<file path="src/rtl/cic_decim_iq.sv">
// Two-channel (I/Q) CIC decimator: per-channel integrator cascade, strobed comb pipeline,
// truncating output scaler, small output FIFO with DATA_RDY/DATA_ACK readout and sticky overflow.
module cic_decim_iq #(
   parameter int STAGES     = 3,
   parameter int DECIM      = 64,
   parameter int IN_W       = 12,
   parameter int OUT_W      = 16,
   parameter int FIFO_DEPTH = 4
) (
   input  logic                    CIC_CLK,
   input  logic                    RST_N,
   input  logic signed [IN_W-1:0]  IN_I,
   input  logic signed [IN_W-1:0]  IN_Q,
   input  logic                    IN_VALID,
   output logic signed [OUT_W-1:0] OUT_I,
   output logic signed [OUT_W-1:0] OUT_Q,
   output logic                    DATA_RDY,
   input  logic                    DATA_ACK,
   output logic                    OVF,
   input  logic                    OVF_CLR
);

   localparam int CNT_W = $clog2(DECIM);
   localparam int ACC_W = IN_W + STAGES * CNT_W;
   localparam int PTR_W = $clog2(FIFO_DEPTH);
   localparam logic [CNT_W-1:0] CNT_LAST = CNT_W'(DECIM - 1);
   localparam logic [PTR_W:0]   CNT_FULL = (PTR_W + 1)'(FIFO_DEPTH);
   localparam logic [PTR_W:0]   CNT_ONE  = (PTR_W + 1)'(1);

   typedef logic signed [ACC_W-1:0] acc_t;
   typedef logic signed [OUT_W-1:0] out_t;

   // Keep the top OUT_W bits; the arithmetic shift floors toward negative infinity.
   function automatic out_t scale(input acc_t x);
      acc_t shifted;
      shifted = x >>> (ACC_W - OUT_W);
      return out_t'(shifted);
   endfunction

   acc_t integ_i_q [STAGES];
   acc_t integ_i_d [STAGES];
   acc_t integ_q_q [STAGES];
   acc_t integ_q_d [STAGES];

   logic [CNT_W-1:0] cnt_q, cnt_d;
   logic             strobe;

   logic [STAGES:0]  stb_q, stb_d;

   acc_t comb_i_q [STAGES];
   acc_t comb_i_d [STAGES];
   acc_t comb_q_q [STAGES];
   acc_t comb_q_d [STAGES];
   acc_t dly_i_q  [STAGES];
   acc_t dly_i_d  [STAGES];
   acc_t dly_q_q  [STAGES];
   acc_t dly_q_d  [STAGES];
   acc_t comb_in_i [STAGES];
   acc_t comb_in_q [STAGES];

   out_t fifo_i_q [FIFO_DEPTH];
   out_t fifo_i_d [FIFO_DEPTH];
   out_t fifo_q_q [FIFO_DEPTH];
   out_t fifo_q_d [FIFO_DEPTH];

   logic [PTR_W-1:0] wr_ptr_q, wr_ptr_d;
   logic [PTR_W-1:0] rd_ptr_q, rd_ptr_d;
   logic [PTR_W:0]   count_q, count_d;
   out_t             out_i_q, out_i_d;
   out_t             out_q_q, out_q_d;
   logic             ovf_q, ovf_d;

   logic             wr_req, pop, full, wr_en, ovf_evt, land_at_head;
   out_t             wr_i, wr_q;

   // ---------------- integrators and decimation counter ----------------
   always_comb begin
      for (int k = 0; k < STAGES; k++) begin
         integ_i_d[k] = integ_i_q[k];
         integ_q_d[k] = integ_q_q[k];
      end
      cnt_d  = cnt_q;
      strobe = 1'b0;
      if (IN_VALID) begin
         integ_i_d[0] = integ_i_q[0] + acc_t'(IN_I);
         integ_q_d[0] = integ_q_q[0] + acc_t'(IN_Q);
         for (int k = 1; k < STAGES; k++) begin
            integ_i_d[k] = integ_i_q[k] + integ_i_q[k-1];
            integ_q_d[k] = integ_q_q[k] + integ_q_q[k-1];
         end
         strobe = (cnt_q == CNT_LAST);
         cnt_d  = strobe ? '0 : cnt_q + 1'b1;
      end
   end

   // ---------------- comb pipeline, one stage per edge after the strobe ----------------
   always_comb begin
      comb_in_i[0] = integ_i_q[STAGES-1];
      comb_in_q[0] = integ_q_q[STAGES-1];
      for (int k = 1; k < STAGES; k++) begin
         comb_in_i[k] = comb_i_q[k-1];
         comb_in_q[k] = comb_q_q[k-1];
      end
   end

   always_comb begin
      stb_d[0] = strobe;
      for (int k = 1; k <= STAGES; k++) begin
         stb_d[k] = stb_q[k-1];
      end
      for (int k = 0; k < STAGES; k++) begin
         comb_i_d[k] = comb_i_q[k];
         comb_q_d[k] = comb_q_q[k];
         dly_i_d[k]  = dly_i_q[k];
         dly_q_d[k]  = dly_q_q[k];
         if (stb_q[k]) begin
            comb_i_d[k] = comb_in_i[k] - dly_i_q[k];
            comb_q_d[k] = comb_in_q[k] - dly_q_q[k];
            dly_i_d[k]  = comb_in_i[k];
            dly_q_d[k]  = comb_in_q[k];
         end
      end
   end

   // ---------------- output FIFO and overflow flag ----------------
   always_comb begin
      wr_req  = stb_q[STAGES];
      wr_i    = scale(comb_i_q[STAGES-1]);
      wr_q    = scale(comb_q_q[STAGES-1]);
      pop     = DATA_ACK && (count_q != '0);
      full    = (count_q == CNT_FULL);
      wr_en   = wr_req && (!full || pop);
      ovf_evt = wr_req && full && !pop;
      // The new pair becomes the head when nothing older survives this edge.
      land_at_head = wr_en && ((count_q == '0) || ((count_q == CNT_ONE) && pop));

      fifo_i_d = fifo_i_q;
      fifo_q_d = fifo_q_q;
      wr_ptr_d = wr_ptr_q;
      rd_ptr_d = rd_ptr_q;
      count_d  = count_q;
      if (wr_en) begin
         fifo_i_d[wr_ptr_q] = wr_i;
         fifo_q_d[wr_ptr_q] = wr_q;
         wr_ptr_d           = wr_ptr_q + 1'b1;
      end
      if (pop) begin
         rd_ptr_d = rd_ptr_q + 1'b1;
      end
      case ({wr_en, pop})
         2'b10:   count_d = count_q + 1'b1;
         2'b01:   count_d = count_q - 1'b1;
         default: count_d = count_q;
      endcase

      out_i_d = out_i_q;
      out_q_d = out_q_q;
      if (land_at_head) begin
         out_i_d = wr_i;
         out_q_d = wr_q;
      end else if (count_d != '0) begin
         out_i_d = fifo_i_q[rd_ptr_d];
         out_q_d = fifo_q_q[rd_ptr_d];
      end

      ovf_d = ovf_evt | (ovf_q & ~OVF_CLR);
   end

   always_ff @(posedge CIC_CLK) begin
      if (!RST_N) begin
         for (int k = 0; k < STAGES; k++) begin
            integ_i_q[k] <= '0;
            integ_q_q[k] <= '0;
            comb_i_q[k]  <= '0;
            comb_q_q[k]  <= '0;
            dly_i_q[k]   <= '0;
            dly_q_q[k]   <= '0;
         end
         cnt_q    <= '0;
         stb_q    <= '0;
         wr_ptr_q <= '0;
         rd_ptr_q <= '0;
         count_q  <= '0;
         out_i_q  <= '0;
         out_q_q  <= '0;
         ovf_q    <= 1'b0;
      end else begin
         integ_i_q <= integ_i_d;
         integ_q_q <= integ_q_d;
         comb_i_q  <= comb_i_d;
         comb_q_q  <= comb_q_d;
         dly_i_q   <= dly_i_d;
         dly_q_q   <= dly_q_d;
         cnt_q     <= cnt_d;
         stb_q     <= stb_d;
         wr_ptr_q  <= wr_ptr_d;
         rd_ptr_q  <= rd_ptr_d;
         count_q   <= count_d;
         out_i_q   <= out_i_d;
         out_q_q   <= out_q_d;
         ovf_q     <= ovf_d;
      end
   end

   // Storage needs no reset: only entries behind a valid count are ever read.
   always_ff @(posedge CIC_CLK) begin
      fifo_i_q <= fifo_i_d;
      fifo_q_q <= fifo_q_d;
   end

   assign OUT_I    = out_i_q;
   assign OUT_Q    = out_q_q;
   assign DATA_RDY = (count_q != '0);
   assign OVF      = ovf_q;

endmodule

</file>
<file path="config.mk">
export PLATFORM = sky130hd
export DESIGN_NAME = cic_decim_iq
export DESIGN_NICKNAME = d
export VERILOG_FILES = /design/src/rtl/cic_decim_iq.sv
export SDC_FILE = /design/constraint.sdc
export NUM_CORES = 2
export LEC_CHECK = 0
export CORE_AREA = 2 2 257 259
export CTS_CLUSTER_SIZE = 40
export DETAILED_ROUTE_END_ITERATION = 10
export DIE_AREA = 0 0 259 261
export GPL_TIMING_DRIVEN = 0
export HOLD_SLACK_MARGIN = 0.12
export PLACE_DENSITY = 0.82
export SLEW_MARGIN = 20
export SYNTH_ARGS = -nofsm -noshare
export SYNTH_HDL_FRONTEND = slang
export SYNTH_SLANG_ARGS = --single-unit
</file>
<file path="constraint.sdc">
create_clock -name CIC_CLK -period 8.4 [get_ports CIC_CLK]
set_clock_uncertainty 0.05 [all_clocks]
set_input_delay 1.68 -clock CIC_CLK [delete_from_list [all_inputs] [get_ports CIC_CLK]]
set_output_delay 1.68 -clock CIC_CLK [all_outputs]
set_load 0.05 [all_outputs]
</file>
After elaboration in Yosys (flattened, before gate mapping)
Index checks and enable logic that the tools add are counted.

Logic and storage cells: 98. Input port bits: 29. Register bits: 718.

Equal/unequal tests: 5. Muxes and demuxes: 17. $lt $le $gt $ge: 3. Add/sub/neg operators: 17. Bitwise gates (word level): 5. Reductions and logical operators: 16.

Operators by type and width (count): $sub 30x30->30 (6); $mux 16 (9); $bwmux 64 (2); $add 30x30->30 (4); $bmux 16 s2 (2); $add 30x12->30 (2); $demux 16 s2 (1); $logic_and 1x1->1 (7); $add 6x1->6 const B (1); $eq 6x6->1 const B (1); $ge 3x3->1 const B (2); $mux 6 (1); $not 2->3 (2); $pmux 3 s2 (1); $reduce_bool 3->1 (2); $add 2x1->2 const B (2); $add 3x1->3 const B (1); $eq 3x1->1 const B (1); $eq 3x3->1 const B (1); $logic_not 3->1 (1); $lt 3x1->1 const B (1); $sub 3x1->3 const B (1); $eq 2x1->1 const B (1); $eq 2x2->1 const B (1); 8 further kinds (10).

Longest topological paths before layout
Depth in word-level cells: 9. Mapped depth: 16.

Worst setup path before layout
Ideal clock, no wire load.

Kind: input to register. Start point: input IN_Q[0]. End point: register integ_q_q[86] in the netlist's numbering. Stages: 12. Arrival: 3924 ps. Slack: 4320 ps. Cells stage by stage: ha_1 > inv_1 > fa_1 > nor2b_1 > o2111ai_1 > nand3_1 > and3_1 > o21ai_0 > a211oi_1 > nor3_1 > or2_2 > o311ai_0.

Cells in the longest elaborated chain, start to end: 1.

Ends and longest elaborated chain: start: declaration (line 13) `input logic signed [IN_W-1:0] IN_Q,`; $add 30x12->30 (line 86) `integ_q_d[0] = integ_q_q[0] + acc_t'(IN_Q);`; end signal: assignment (line 189) `integ_q_q <= integ_q_d;`; end: declaration (line 42) `acc_t integ_q_q [STAGES];`.

Every way passes these cells. A chain may end at the register's enable or synchronous reset.

Final worst setup path
Start point: input DATA_ACK. End point: register out_i_q[7], in the netlist OUT_I[7].

Elaborated cells on any way between the ends: 18. Classes of those cells: eq/ne: 2; mux: 7; bitwise: 1; reduce/logical: 8.

RTL lines: start: declaration (line 18) `input logic DATA_ACK,`; $logic_and 1x1->1 (*) (line 130) `pop = DATA_ACK && (count_q != '0);`; $logic_or 1x1->1 (*) (line 132) `wr_en = wr_req && (!full || pop);`; $logic_and 1x1->1 (*) (line 132); via wr_en (line 73) `logic wr_req, pop, full, wr_en, ovf_evt, land_at_head;`; $eq 2x1->1 / $eq 2x2->1 (equally long branches) (line 150) `case ({wr_en, pop})`; $pmux 3 s2 (line 150); $reduce_bool 3->1 (line 161) `end else if (count_d != '0) begin`; $reduce_bool 2->1 (no source line); end signal: assignment (line 199) `out_i_q <= out_i_d;`; end: declaration (line 69) `out_t out_i_q, out_i_d;`.

The timed path passes the listed nets; every way through them passes the cells marked *. The select of a mux whose other input is x is not followed.

==> key figures <==
Run status
  • Status: finished clean

Synthesis
  • Post-Syn Nets: 5,069
  • Mean Syn Cell Area: 8.96 um^2
  • Yosys top cell area share: 0.269
  • Post-synthesis cell count: 4,672
  • Post-synth top flop: dfxtp_1
  • Distinct cells, synth: 91
  • Ys async rst share: 0
  • Synth area leader: dfxtp_1
  • Synth area leaders: dfxtp_1, ha_1, edfxtp_1, mux2i_1, nor2_1
  • Syn. warnings: 0
  • Largest family of logic cells by synthesized area: compound AO/OA/AOI/OAI gates
  • Compound-gate portion of the synthesized area: 0.189
  • Post-Synth XOR/XNOR Area: 0.0492
  • EDFF count, synth: 128
  • Synthesized cell area: 0.0418 mm^2
  • Seq cells post-synth: 690
  • Count leader, synth: nor2_1
  • Sequential area share after synthesis: 0.361
  • Simple logic cell fraction of the synthesized area: 0.142
  • Adder-cell area share of the yosys netlist: 0.112
  • Synth cell count leaders: nor2_1, dfxtp_1, ha_1, mux2i_1, a21oi_1
  • Post-synthesis mux area share: 0.104

CTS
  • CTS Buffer Depth: 3
  • Worst skew pair latency: 0.62 ns
  • Htree depth: 3
  • Worst-path clk slew: 0.07 ns
  • CTS tree: built
  • CTS sink cnt: 690
  • Cts repair resizes: 0
  • Num CTS Buffers: 74
  • Cts hold-fix bufs: 0
  • Post-CTS setup buffer count: 0
  • CTS Root Cell: clkbuf_16

Power and ir drop
  • Int Pwr: 0.00619 W
  • Clock power share: 0.384
  • LEAKAGE: 18.9 nW
  • Sw frac: 0.291
  • PD cells: 189 mW/mm^2
  • Seq pwr share: 0.412
  • Gate power share: 0.205
  • Worst VDD drop: 0.140 mV
  • Switching power: 0.00254 W

GRT
  • First-pass GRT wire length: 167 mm
  • Initial antenna violation count: 0
  • Total gr overflow: 0
  • Gr usage total: 0.302
  • Vias in the first global route: 32,619
  • Largest net degree at the start of global routing: 25

Worst hold path
  • Worst hold path class: flop to flop
  • Hold path start: cnt_q[5]

Final layout
  • Antenna cells: 0
  • Area Overhead vs Synth: 10.4%
  • Nets: 5,211
  • Fraction of layout cells with a size suffix above 1: 0.0449

Worst setup path
  • Crit start category: primary input
  • CP most frequent cell: clkbuf_1
  • Max stage delay on crit path: 0.55 ns
  • Worst EP arrival: 5.25 ns
  • Worst path bufs/invs: 5
  • Worst path cell trace: clkdlybuf4s50_1, nand3b_1, and2_1, clkbuf_1, inv_1, ha_1, o31ai_1, or4_1, buf_1, clkbuf_1, nor2_1, a211oi_1
  • CP Launch Point: DATA_ACK
  • CP Class: primary input to flop
  • Cell family contributing the most delay on the critical path: buffers and inverters
  • CP max FO: 10
  • Critical path's slowest cell: clkdlybuf4s50_1
  • RR Startpoint: count_q[0]
  • Req. time, crit path: 8.85 ns
  • Crit path capture type: flop

Drt
  • Final WL: 104 mm
  • First drt pass iteration count: 6
  • Drt drc: 0
  • Detailed router's first-iteration violation count: 2,511
  • Detailed-route wire length per cell: 18.2 um
  • Vias per std cell: 6.05
  • Antenna Nets Post-Route: 0
  • DR vias: 34,687

Timing
  • Max Slew Vio Count: 0
  • Hold Slack: 0.431 ns
  • Fin crit period: 4.80 ns
  • Fin. Hold Viols: 0
  • Fmax achieved: 208 MHz
  • Final worst path period share: 0.571
  • # setup viols final: 0
  • Tightest Pin Transition: 1.26 ns
  • Relative slew margins: 0.161
  • RSZ-0062 raised after global routing: no
  • Setup TNS: 0 ns

Floorplanning
  • Die height: 261 um
  • Core area: 0.0650 mm^2
  • Die ar.: 0.0676 mm^2
  • Initial Util: 0.643
  • DIE WIDTH: 259 um
  • Top Ports: 63
  • Row count: 94

Placed design
  • Hpwl dp: 77.8 mm
  • # port buffers: 62
  • RD Place Congestion: 0.957

Flow run
  • Max-cap violations: 0
tightest hold or removal path: cells and delay by family, from the launching register on:
family	cells	cell delay [ns]
simple gates	2	0.11
flops	1	0.32
flip-flops by register name, indices dropped and copies added (netlist names):
name,flops
OUT_I,16
OUT_Q,16
OVF,1
cnt_q,6
comb_i_q,76
comb_in_i,30
comb_in_q,90
comb_q_q,16
count_q,3
dly_i_q,90
dly_q_q,90
fifo_i_q,64
fifo_q_q,64
integ_i_q,60
integ_q_q,60
rd_ptr_q,2
stb_q,4
wr_ptr_q,2
worst paths after layout:
path	to	slack (ns)	cells after the start
hold reg to reg	stb_q[0]	0.43	2
setup reg to reg	OUT_I[7]	4.46	13
setup / recovery	OUT_I[7]	3.60	12
hold / removal	stb_q[0]	0.43	2
routing by layer:
| metal | up-vias | global-route usage | routed length (um) |
|---|---|---|---|
| met5 | - | 0 | 0 |
| met4 | 0 | 0.124 | 3900 |
| met3 | 237 | 0.0323 | 5170 |
| met2 | 1011 | 0.528 | 49800 |
| met1 | 16226 | 0.380 | 45300 |
| li1 | 17213 | - | - |
layout by cell type, fill, tap and decap left out, types with 32 or more instances in the layout:
cell / Yosys / routed
nand2_1: 247 / 247
clkdlybuf4s50_1: 0 / 62
nor2_1: 586 / 586
mux2i_1: 358 / 358
a21o_1: 185 / 185
buf_1: 45 / 43
a21oi_1: 321 / 321
xor2_1: 100 / 100
a211oi_1: 97 / 97
a31oi_1: 36 / 36
nand4_1: 48 / 48
nand3_1: 110 / 110
and3_1: 37 / 33
ha_1: 358 / 358
mux4_2: 32 / 32
o21bai_1: 34 / 34
o211ai_1: 32 / 32
inv_1: 278 / 278
nand2b_1: 38 / 38
clkbuf_1: 149 / 154
xnor2_1: 135 / 135
dfxtp_1: 562 / 562
nor3_1: 73 / 73
o21ai_0: 236 / 236
nor2b_1: 46 / 46
o21a_1: 57 / 57
edfxtp_1: 128 / 128
clkbuf_16: 0 / 79
cells by family after synthesis:
group | count (synthesis)
xor gates and xnor gates | 235
adders and majority gates | 368
and+or+nand+nor | 1304
muxes | 393
buffers and inverters | 475
DFF | 690
AOI/OAI and AO/OA | 1207
power by group through the flow:
stage                     clock, W  combinational, W  sequential (W)
after global routing       0.00351           0.00198         0.00361
after detailed placement         0           0.00175         0.00366
final                      0.00335           0.00179         0.00360
after global placement           0           0.00172         0.00366
after CTS                  0.00338           0.00176         0.00359
after floorplan                  0           0.00141         0.00361
per-stage QoR:
stage | utilization | instances | setup slack (ns) | area (um^2) | power, W
finish | 0.710 | 5738 | 3.60 | 46200 | 0.00874
global route | 0.710 | 5738 | 3.34 | 46200 | 0.00910
CTS | 0.710 | 5738 | 3.68 | 46200 | 0.00873
detailed placement | 0.671 | 5602 | 3.05 | 43700 | 0.00541
global placement | 0.669 | 5598 | 3.02 | 43500 | 0.00537
floorplan | - | 4672 | 4.32 | 41800 | 0.00502
final cells by class:
class	count	area, um^2
inverters	278	1040
flip-flops and latches	690	15100
multi-input cells	3507	25000
clock buffers	101	2210
clock inverters	35	322
well taps	864	1080
repair buffers	66	731
fillers	4977	18800
plain buffers	197	754
Note: power is estimated with default switching activity, not from simulation.
